===== src/rtl/imem_loader_pkg.sv =====
// Shared definitions for the instruction-memory loader: FSM state encodings,
// default program capacity and word size.
package imem_loader_pkg;

   typedef enum logic [2:0] {
      IDLE  = 3'd0,
      LOAD  = 3'd1,
      WRITE = 3'd2,
      CHECK = 3'd3,
      RUN   = 3'd4,
      ERROR = 3'd5
   } state_t;

   localparam int MAX_WORDS_DEF = 64;
   localparam int WORD_BYTES    = 4;

endpackage


===== src/rtl/imem_loader_byte_packer.sv =====
// 8-to-32 MSB-first byte packer: shifts bytes in on load and flags when the
// next accepted byte completes the word.
module byte_packer
   import imem_loader_pkg::*;
(
   input  logic        clk,
   input  logic        rstd,
   input  logic        clr,
   input  logic        load,
   input  logic [7:0]  din,
   output logic [31:0] word,
   output logic        full
);

   logic [1:0] cnt;

   // full means three bytes are held, so the byte now on din is the last one
   assign full = (cnt == 2'(WORD_BYTES - 1));

   always_ff @(posedge clk or negedge rstd) begin
      if (!rstd) begin
         cnt  <= '0;
         word <= '0;
      end else if (clr) begin
         cnt <= '0;
      end else if (load) begin
         word <= {word[23:0], din};
         cnt  <= cnt + 2'd1;
      end
   end

endmodule


===== src/rtl/imem_loader.sv =====
// Instruction-memory loader: header byte N, then 4N bytes packed big-endian into
// words written at 0,4,8,...; holds the CPU in reset until done.
// Optional trailing XOR checksum byte when IMEM_LOADER_CHECKSUM_EN is defined.
module imem_loader
   import imem_loader_pkg::*;
#(
   parameter int ADDR_W    = 8,
   parameter int MAX_WORDS = MAX_WORDS_DEF
) (
   input  logic              clk,
   input  logic              rstd,
   input  logic              in_valid,
   input  logic [7:0]        in_data,
   output logic              in_ready,
   input  logic              reload,
   output logic              imem_we,
   output logic [ADDR_W-1:0] imem_waddr,
   output logic [31:0]       imem_wdata,
   output logic              cpu_rstd,
   output logic              done,
   output logic              err
);

   localparam int WC_W = $clog2(MAX_WORDS + 1);

   state_t            state, state_nx;
   logic [WC_W-1:0]   word_cnt;
   logic [WC_W-1:0]   n_words;
   logic [ADDR_W-1:0] waddr_q;
   logic [31:0]       wdata_q;
   logic [ADDR_W-1:0] cur_addr;
   logic              rdy;
   logic              bad_hdr;
   logic              last_word;
   logic              pk_clr, pk_load, pk_full;
   logic [31:0]       pk_word;
`ifdef IMEM_LOADER_CHECKSUM_EN
   logic [7:0]        csum;
`endif

   byte_packer u_packer (
      .clk  (clk),
      .rstd (rstd),
      .clr  (pk_clr),
      .load (pk_load),
      .din  (in_data),
      .word (pk_word),
      .full (pk_full)
   );

   assign cur_addr  = ADDR_W'({word_cnt, 2'b00});
   assign bad_hdr   = (in_data == 8'd0) || (int'(in_data) > MAX_WORDS);
   assign last_word = ((word_cnt + WC_W'(1)) == n_words);

   always_comb begin
      state_nx = state;
      rdy      = 1'b0;
      pk_clr   = 1'b0;
      pk_load  = 1'b0;
      case (state)
         IDLE: begin
            rdy = 1'b1;
            if (in_valid) begin
               if (bad_hdr) begin
                  state_nx = ERROR;
               end else begin
                  pk_clr   = 1'b1;
                  state_nx = LOAD;
               end
            end
         end
         LOAD: begin
            rdy = 1'b1;
            if (in_valid) begin
               pk_load = 1'b1;
               if (pk_full) state_nx = WRITE;
            end
         end
         WRITE: begin
`ifdef IMEM_LOADER_CHECKSUM_EN
            state_nx = last_word ? CHECK : LOAD;
`else
            state_nx = last_word ? RUN : LOAD;
`endif
         end
`ifdef IMEM_LOADER_CHECKSUM_EN
         CHECK: begin
            rdy = 1'b1;
            if (in_valid) state_nx = (in_data == csum) ? RUN : ERROR;
         end
`endif
         RUN, ERROR: begin
            if (reload) state_nx = IDLE;
         end
         default: state_nx = IDLE;
      endcase
   end

   // Address/data are driven live during WRITE and held from the hold registers otherwise
   assign in_ready   = rstd & rdy;
   assign imem_we    = (state == WRITE);
   assign imem_waddr = imem_we ? cur_addr : waddr_q;
   assign imem_wdata = imem_we ? pk_word : wdata_q;
   assign cpu_rstd   = (state == RUN);
   assign done       = (state == RUN);
   assign err        = (state == ERROR);

   always_ff @(posedge clk or negedge rstd) begin
      if (!rstd) begin
         state    <= IDLE;
         word_cnt <= '0;
         n_words  <= '0;
         waddr_q  <= '0;
         wdata_q  <= '0;
`ifdef IMEM_LOADER_CHECKSUM_EN
         csum     <= '0;
`endif
      end else begin
         state <= state_nx;
         if (state == IDLE && in_valid) begin
            word_cnt <= '0;
            n_words  <= WC_W'(in_data);
`ifdef IMEM_LOADER_CHECKSUM_EN
            csum     <= '0;
`endif
         end
`ifdef IMEM_LOADER_CHECKSUM_EN
         if (pk_load) csum <= csum ^ in_data;
`endif
         if (state == WRITE) begin
            word_cnt <= word_cnt + WC_W'(1);
            waddr_q  <= cur_addr;
            wdata_q  <= pk_word;
         end
      end
   end

endmodule


===== config.mk =====
export PLATFORM = sky130hd
export DESIGN_NAME = imem_loader
export DESIGN_NICKNAME = d
export VERILOG_FILES = /design/src/rtl/imem_loader_pkg.sv /design/src/rtl/imem_loader_byte_packer.sv /design/src/rtl/imem_loader.sv
export SDC_FILE = /design/constraint.sdc
export NUM_CORES = 1
export LEC_CHECK = 0
export BUFFER_PORTS_ARGS = -buffer_cell sky130_fd_sc_hd__buf_2
export CAP_MARGIN = 20
export CORE_MARGIN = 4
export CORE_UTILIZATION = 45
export CTS_BUF_LIST = sky130_fd_sc_hd__clkbuf_4 sky130_fd_sc_hd__clkbuf_8
export DETAILED_ROUTE_END_ITERATION = 12
export GPL_TIMING_DRIVEN = 0
export PLACE_DENSITY = 0.73
export SETUP_SLACK_MARGIN = 0.4
export SYNTH_ARGS = -nofsm -noshare
export SYNTH_HDL_FRONTEND = slang
export SYNTH_SLANG_ARGS = --single-unit

===== constraint.sdc =====
create_clock -name clk -period 4.75 [get_ports clk]
set_clock_uncertainty 0.05 [all_clocks]
set_input_delay 0.7125 -clock clk [delete_from_list [all_inputs] [get_ports clk]]
set_output_delay 0.7125 -clock clk [all_outputs]
set_load 0.03 [all_outputs]

Yosys cells after proc, flatten, opt, wreduce, memory -nomap -nowiden
Index checks and enable logic that the tools add are counted.

storage, ports and cells
  word-level logic and storage cells = 51
  bits in writable memories = 0
  latch bits = 0
  memory bits (read-only) = 0
  memories = 0
  input port bits = 12
  register bits = 91

cells by class
  reduce and logical (&&, ||, !) cells = 10
  equal/unequal tests = 10
  shifts and indexed selects = 0
  $add $sub $neg = 2
  $mul = 0
  multiplexer cells = 19
  magnitude comparators = 1
  div/mod/pow operators = 0
  bitwise logic cells = 2

operators with widths
  operator                                                        number
  two-way mux 32 bit                                              1
  two-way mux 3 bit                                               6
  two-way mux 7 bit                                               2
  case mux 3 bit (4 select lines)                                 1
  greater-than comparator 8 x 7 -> 1 bit (second input constant)  1
  zero test 8 bit                                                 1
  two-way mux 8 bit                                               1
  != test 2 bit (second input constant)                           4
  adder 7 x 1 -> 7 bit (second input constant)                    1
  == test 7 bit                                                   1
  == test 3 bit (second input constant)                           2
  two-way mux 1 bit                                               6
  two-way mux 2 bit                                               2
  AND reduction 4 bit                                             1
  nonzero test 2 bit                                              2
  OR reduction 2 bit                                              2
  == test 3 x 1 -> 1 bit (second input constant)                  1
  == test 3 x 2 -> 1 bit (second input constant)                  1
  zero test 3 bit                                                 1
  adder 2 x 1 -> 2 bit (second input constant)                    1
  == test 2 bit (second input constant)                           1
  AND reduction 2 bit                                             1
  bitwise AND 1 bit                                               1
  logical AND 1 bit                                               1
  other kinds (2)                                                 2

Longest topological paths before layout
  depth in word-level cells = 7
  mapped depth = 7

Hierarchy
Synthesis repeated with hierarchy kept, for this count alone.

second synthesis, totals
  cells, all modules = 352
  area, all modules = 3890.0 µm²

by module, submodules not included
  module       times used  cells an instance  area each (µm²)  seq. area each (µm²)
  imem_loader  1           276                2442.3           1426.4
  byte_packer  1           76                 1447.6           850.8

Least setup slack after synthesis
No wires, ideal clock.

  path kind = reg-to-output
  start point = reg state[2]
  end point = out imem_waddr[2]
  arrival time = 1.655 ns
  data required time = 3.988 ns
  stages on the path, launching flop included = 8
  path buffers = 2
  slack = 2.333 ns
  path through = dfrtp_1 buf_6 nor2_1 nand2_1 clkinv_1 clkbuf_1 nand2_1 nand2_1

on the way
  longest elaborated chain between the ends = 2

RTL lines
  what                      RTL line            RTL
  start: declaration        imem_loader.sv:26   state_t state, state_nx;
  start signal: assignment  imem_loader.sv:119  state <= state_nx;
  == test 3 x 2 -> 1 bit    imem_loader.sv:101  assign imem_we = (state == WRITE);
  via imem_we               imem_loader.sv:16   output logic imem_we,
  two-way mux 8 bit         n/a
  end: declaration          imem_loader.sv:17   output logic [ADDR_W-1:0] imem_waddr,

The timed path passes the listed nets, and every way through them passes these cells.

Final worst setup path
  start point = reg state[0]
  end point = out imem_wdata[23]

on the way
  longest elaborated chain between the ends = 2

RTL lines
  what                    RTL line            RTL
  == test 3 x 2 -> 1 bit  imem_loader.sv:101
  two-way mux 32 bit      n/a
  end: declaration        imem_loader.sv:18   output logic [31:0] imem_wdata,

No other way between the ends.

==> summary.md <==
| Metric | Value |
|---|---|
| Status | `completed` |
| Worst vdd ir | `0.3259 mV` |
| MaxCap Viol Count | `0` |
| Vias per cell | `4.941` |
| H-Tree Depth | `3` |
| Per-cell routed wire length | `14.89 um` |
| Initial antenna violation count | `0` |
| Initial Util | `0.4737` |
| Post-Syn Nets | `346` |
| Distinct cells, synth | `38` |
| Vias | `2505` |
| Placed Cells | `491` |
| # rows | `32` |
| Vias in the first global route | `2566` |
| Final setup violation count | `0` |
| Arrival time at the worst endpoint | `2140 ps` |
| Post-synth EDFFs | `0` |
| Post-synth top flop | `dfrtp_1` |
| Core area | `0.007888 sq mm` |
| Clock slew seen by the registers of the worst setup and hold paths | `90 ps` |
| CP Class | `reg -> out` |
| Setup Buffers After CTS | `0` |
| Async set or reset register ratio after synthesis | `1.000` |
| Filler cells | `700` |
| I/O pins | `57` |
| Synth area leaders | `dfrtp_1 61%, nand2_1 12%, mux2_2 12%` |
| Rel. slew slack | `0.6192` |
| Syn Area/Cell | `11.25 sq um` |
| Type of origin of the critical path | `flop` |
| Final slew viol count | `0` |
| CTS Buf Count | `9` |
| Critical Path Fanout Max | `10` |
| Fin. Hold Viols | `0` |
| Largest net degree at the start of global routing | `63` |
| Port buffer count | `56` |
| YS warnings | `0` |
| Largest family of logic cells by synthesized area | `simple AND/OR/NAND/NOR gates` |
| Register area share after synthesis | `0.6095` |
| Drt pass-1 iters | `4` |
| Dpl hpwl | `5.477 mm` |
| Clock Latency Late Sink | `350 ps` |
| Layout cells sized above 1 | `0.3136` |
| Post-synth top area share | `0.6095` |
| Synth Area in Simple Gates | `0.1718` |
| Initial DRC Count | `112` |
| Post_cts resized | `0` |
| Critical Path End Type | `primary output` |
| GPL Wtd Cong | `0.7888` |
| Adder-Cell Fraction of Synth Area | `0.006698` |
| DRC Markers | `0` |
| Min Tclk post-route | `2900 ps` |
| RSZ-0062 raised after global routing | `false` |
| CTS sink cnt | `91` |
| Commonest cells post-synth | `122 x nand2_1, 91 x dfrtp_1, 39 x mux2_2` |
| Die area | `0.009824 sq mm` |
| Clk buf depth | `2` |
| CTS tree | `yes` |
| ANT cells | `0` |
| Post-synth top area cell | `dfrtp_1` |
| Final TNS setup | `0 ps` |
| Fin cells | `507` |
| R2R setup slack | `2840 ps` |
| CTS root buf | `clkbuf_8` |
| Mux cell area share after synthesis | `0.1206` |
| First-pass GRT wire length | `12.85 mm` |
| Cts hold-fix bufs | `0` |
| Synth Area in Compound Gates | `0.03449` |
| Seq cells post-synth | `91` |
| Total design power | `2.912 mW` |
| Final ANT Viol Nets | `0` |
| Total track usage | `0.1670` |
| Gr ovfl total | `0` |
| Die width | `99.12 um` |
| FMAX | `0.3448 GHz` |
| Post-Route Utilization | `0.5547` |
| Leakage power | `2.237 nW` |
| Area Overhead vs Synth | `17.11%` |
| Tightest Pin Transition | `568.9 ps` |
| Worst EP required | `3990 ps` |
| Die Y | `99.12 um` |
| Pwr/cell area | `665.5 mW/mm^2` |
| Mapped Area | `0.003736 sq mm` |
| Worst hold-check path type | `in -> async` |
| Period utilization | `0.6106` |
| Synthesized instance count | `332` |
| Nets | `414` |
| Most frequent cell after synthesis | `nand2_1` |
| Drt total wl | `7.550 mm` |
| Xor and xnor area share after synthesis | `0.03048` |
-- critical path, stage by stage (launching register included) --
cell and delay, ps:
dfrtp_1 330, buf_2 190, nor2_1 90, nand2_1 120
buf_2 240, clkbuf_1 400, nand2_1 120, nand2_1 100
buf_2 200
-- routing by layer --
| layer | up-vias | global-route usage | wire, um |
|---|---|---|---|
| met1 | 1229 | 0.2182 | 3478 |
| li1 | 1226 | - | - |
| met3 | 6 | 0.04558 | 271 |
| met5 | - | 0 | 0 |
| met4 | 0 | 0.04727 | 83 |
| met2 | 44 | 0.2748 | 3716 |
-- per-stage QoR --
step,setup slack (ps),hold WS (ps),area [sq um]
global route,1619,251.1,4375
finish,1850,243.0,4375
floorplan,2333,366.9,3736
global placement,1124,400.2,4144
CTS,1803,240.2,4375
detailed placement,1945,405.0,4174
-- flip-flops by register name (all words and copies together) (netlist names) --
signal and flops:
wdata_q 32, u_packer.cnt 2, waddr_q 8, state 3, word_cnt 7, u_packer.word 32
n_words 7
-- power breakdown --
| part | total, mW | switching [mW] | internal [mW] |
|---|---|---|---|
| logic | 1.10 | 0.662 | 0.438 |
| clock network | 0.526 | 0.269 | 0.258 |
| registers | 1.29 | 0.188 | 1.10 |
-- final timing paths --
path / start / to / depth (start not counted)
worst min-delay path: rstd / wdata_q[13] / 1
worst min register to register: wdata_q[1] / wdata_q[1] / 2
min in group clk: wdata_q[1] / wdata_q[1] / 2
max in group asynchronous: rstd / n_words[6] / 2
worst max-delay path: state[0] / imem_wdata[23] / 8
worst max register to register: word_cnt[0] / state[0] / 6
-- cell families (layout without fill, tap and decap cells) --
group | Yosys count | count (layout)
compound gates | 20 | 20
xor+xnor | 13 | 13
fa+ha+maj | 2 | 2
buf+inv | 19 | 92
flops | 91 | 91
mux | 40 | 40
simple gates | 147 | 147
-- cell type report --
type / count / area (sq um) / share of cell area
flip-flops and latches: 91 / 2277 / 0.5204
multi-input cells: 222 / 1360 / 0.3108
repair buffers: 57 / 310.3 / 0.07092
clock buffers: 10 / 137.6 / 0.03146
well taps: 102 / 127.6 / 0.02917
plain buffers: 16 / 87.58 / 0.02002
clock inverters: 6 / 63.81 / 0.01458
inverters: 3 / 11.26 / 0.002574
-- placed cells by master (no fill, tap or decap), types with 2 or more instances in the layout --
cell type   count
a22o_1          2
and2_1          3
buf_2          59
buf_4           5
clkbuf_1        6
clkbuf_8       10
clkinv_2        2
clkinvlp_4      2
dfrtp_1        91
ha_1            2
inv_1           2
mux2_2         39
nand2_1       122
nand3_1         3
nor2_1          8
o21ai_0         9
o41ai_1         2
xnor2_1         9
xor2_1          4
Note: power is estimated with default switching activity, not from simulation.
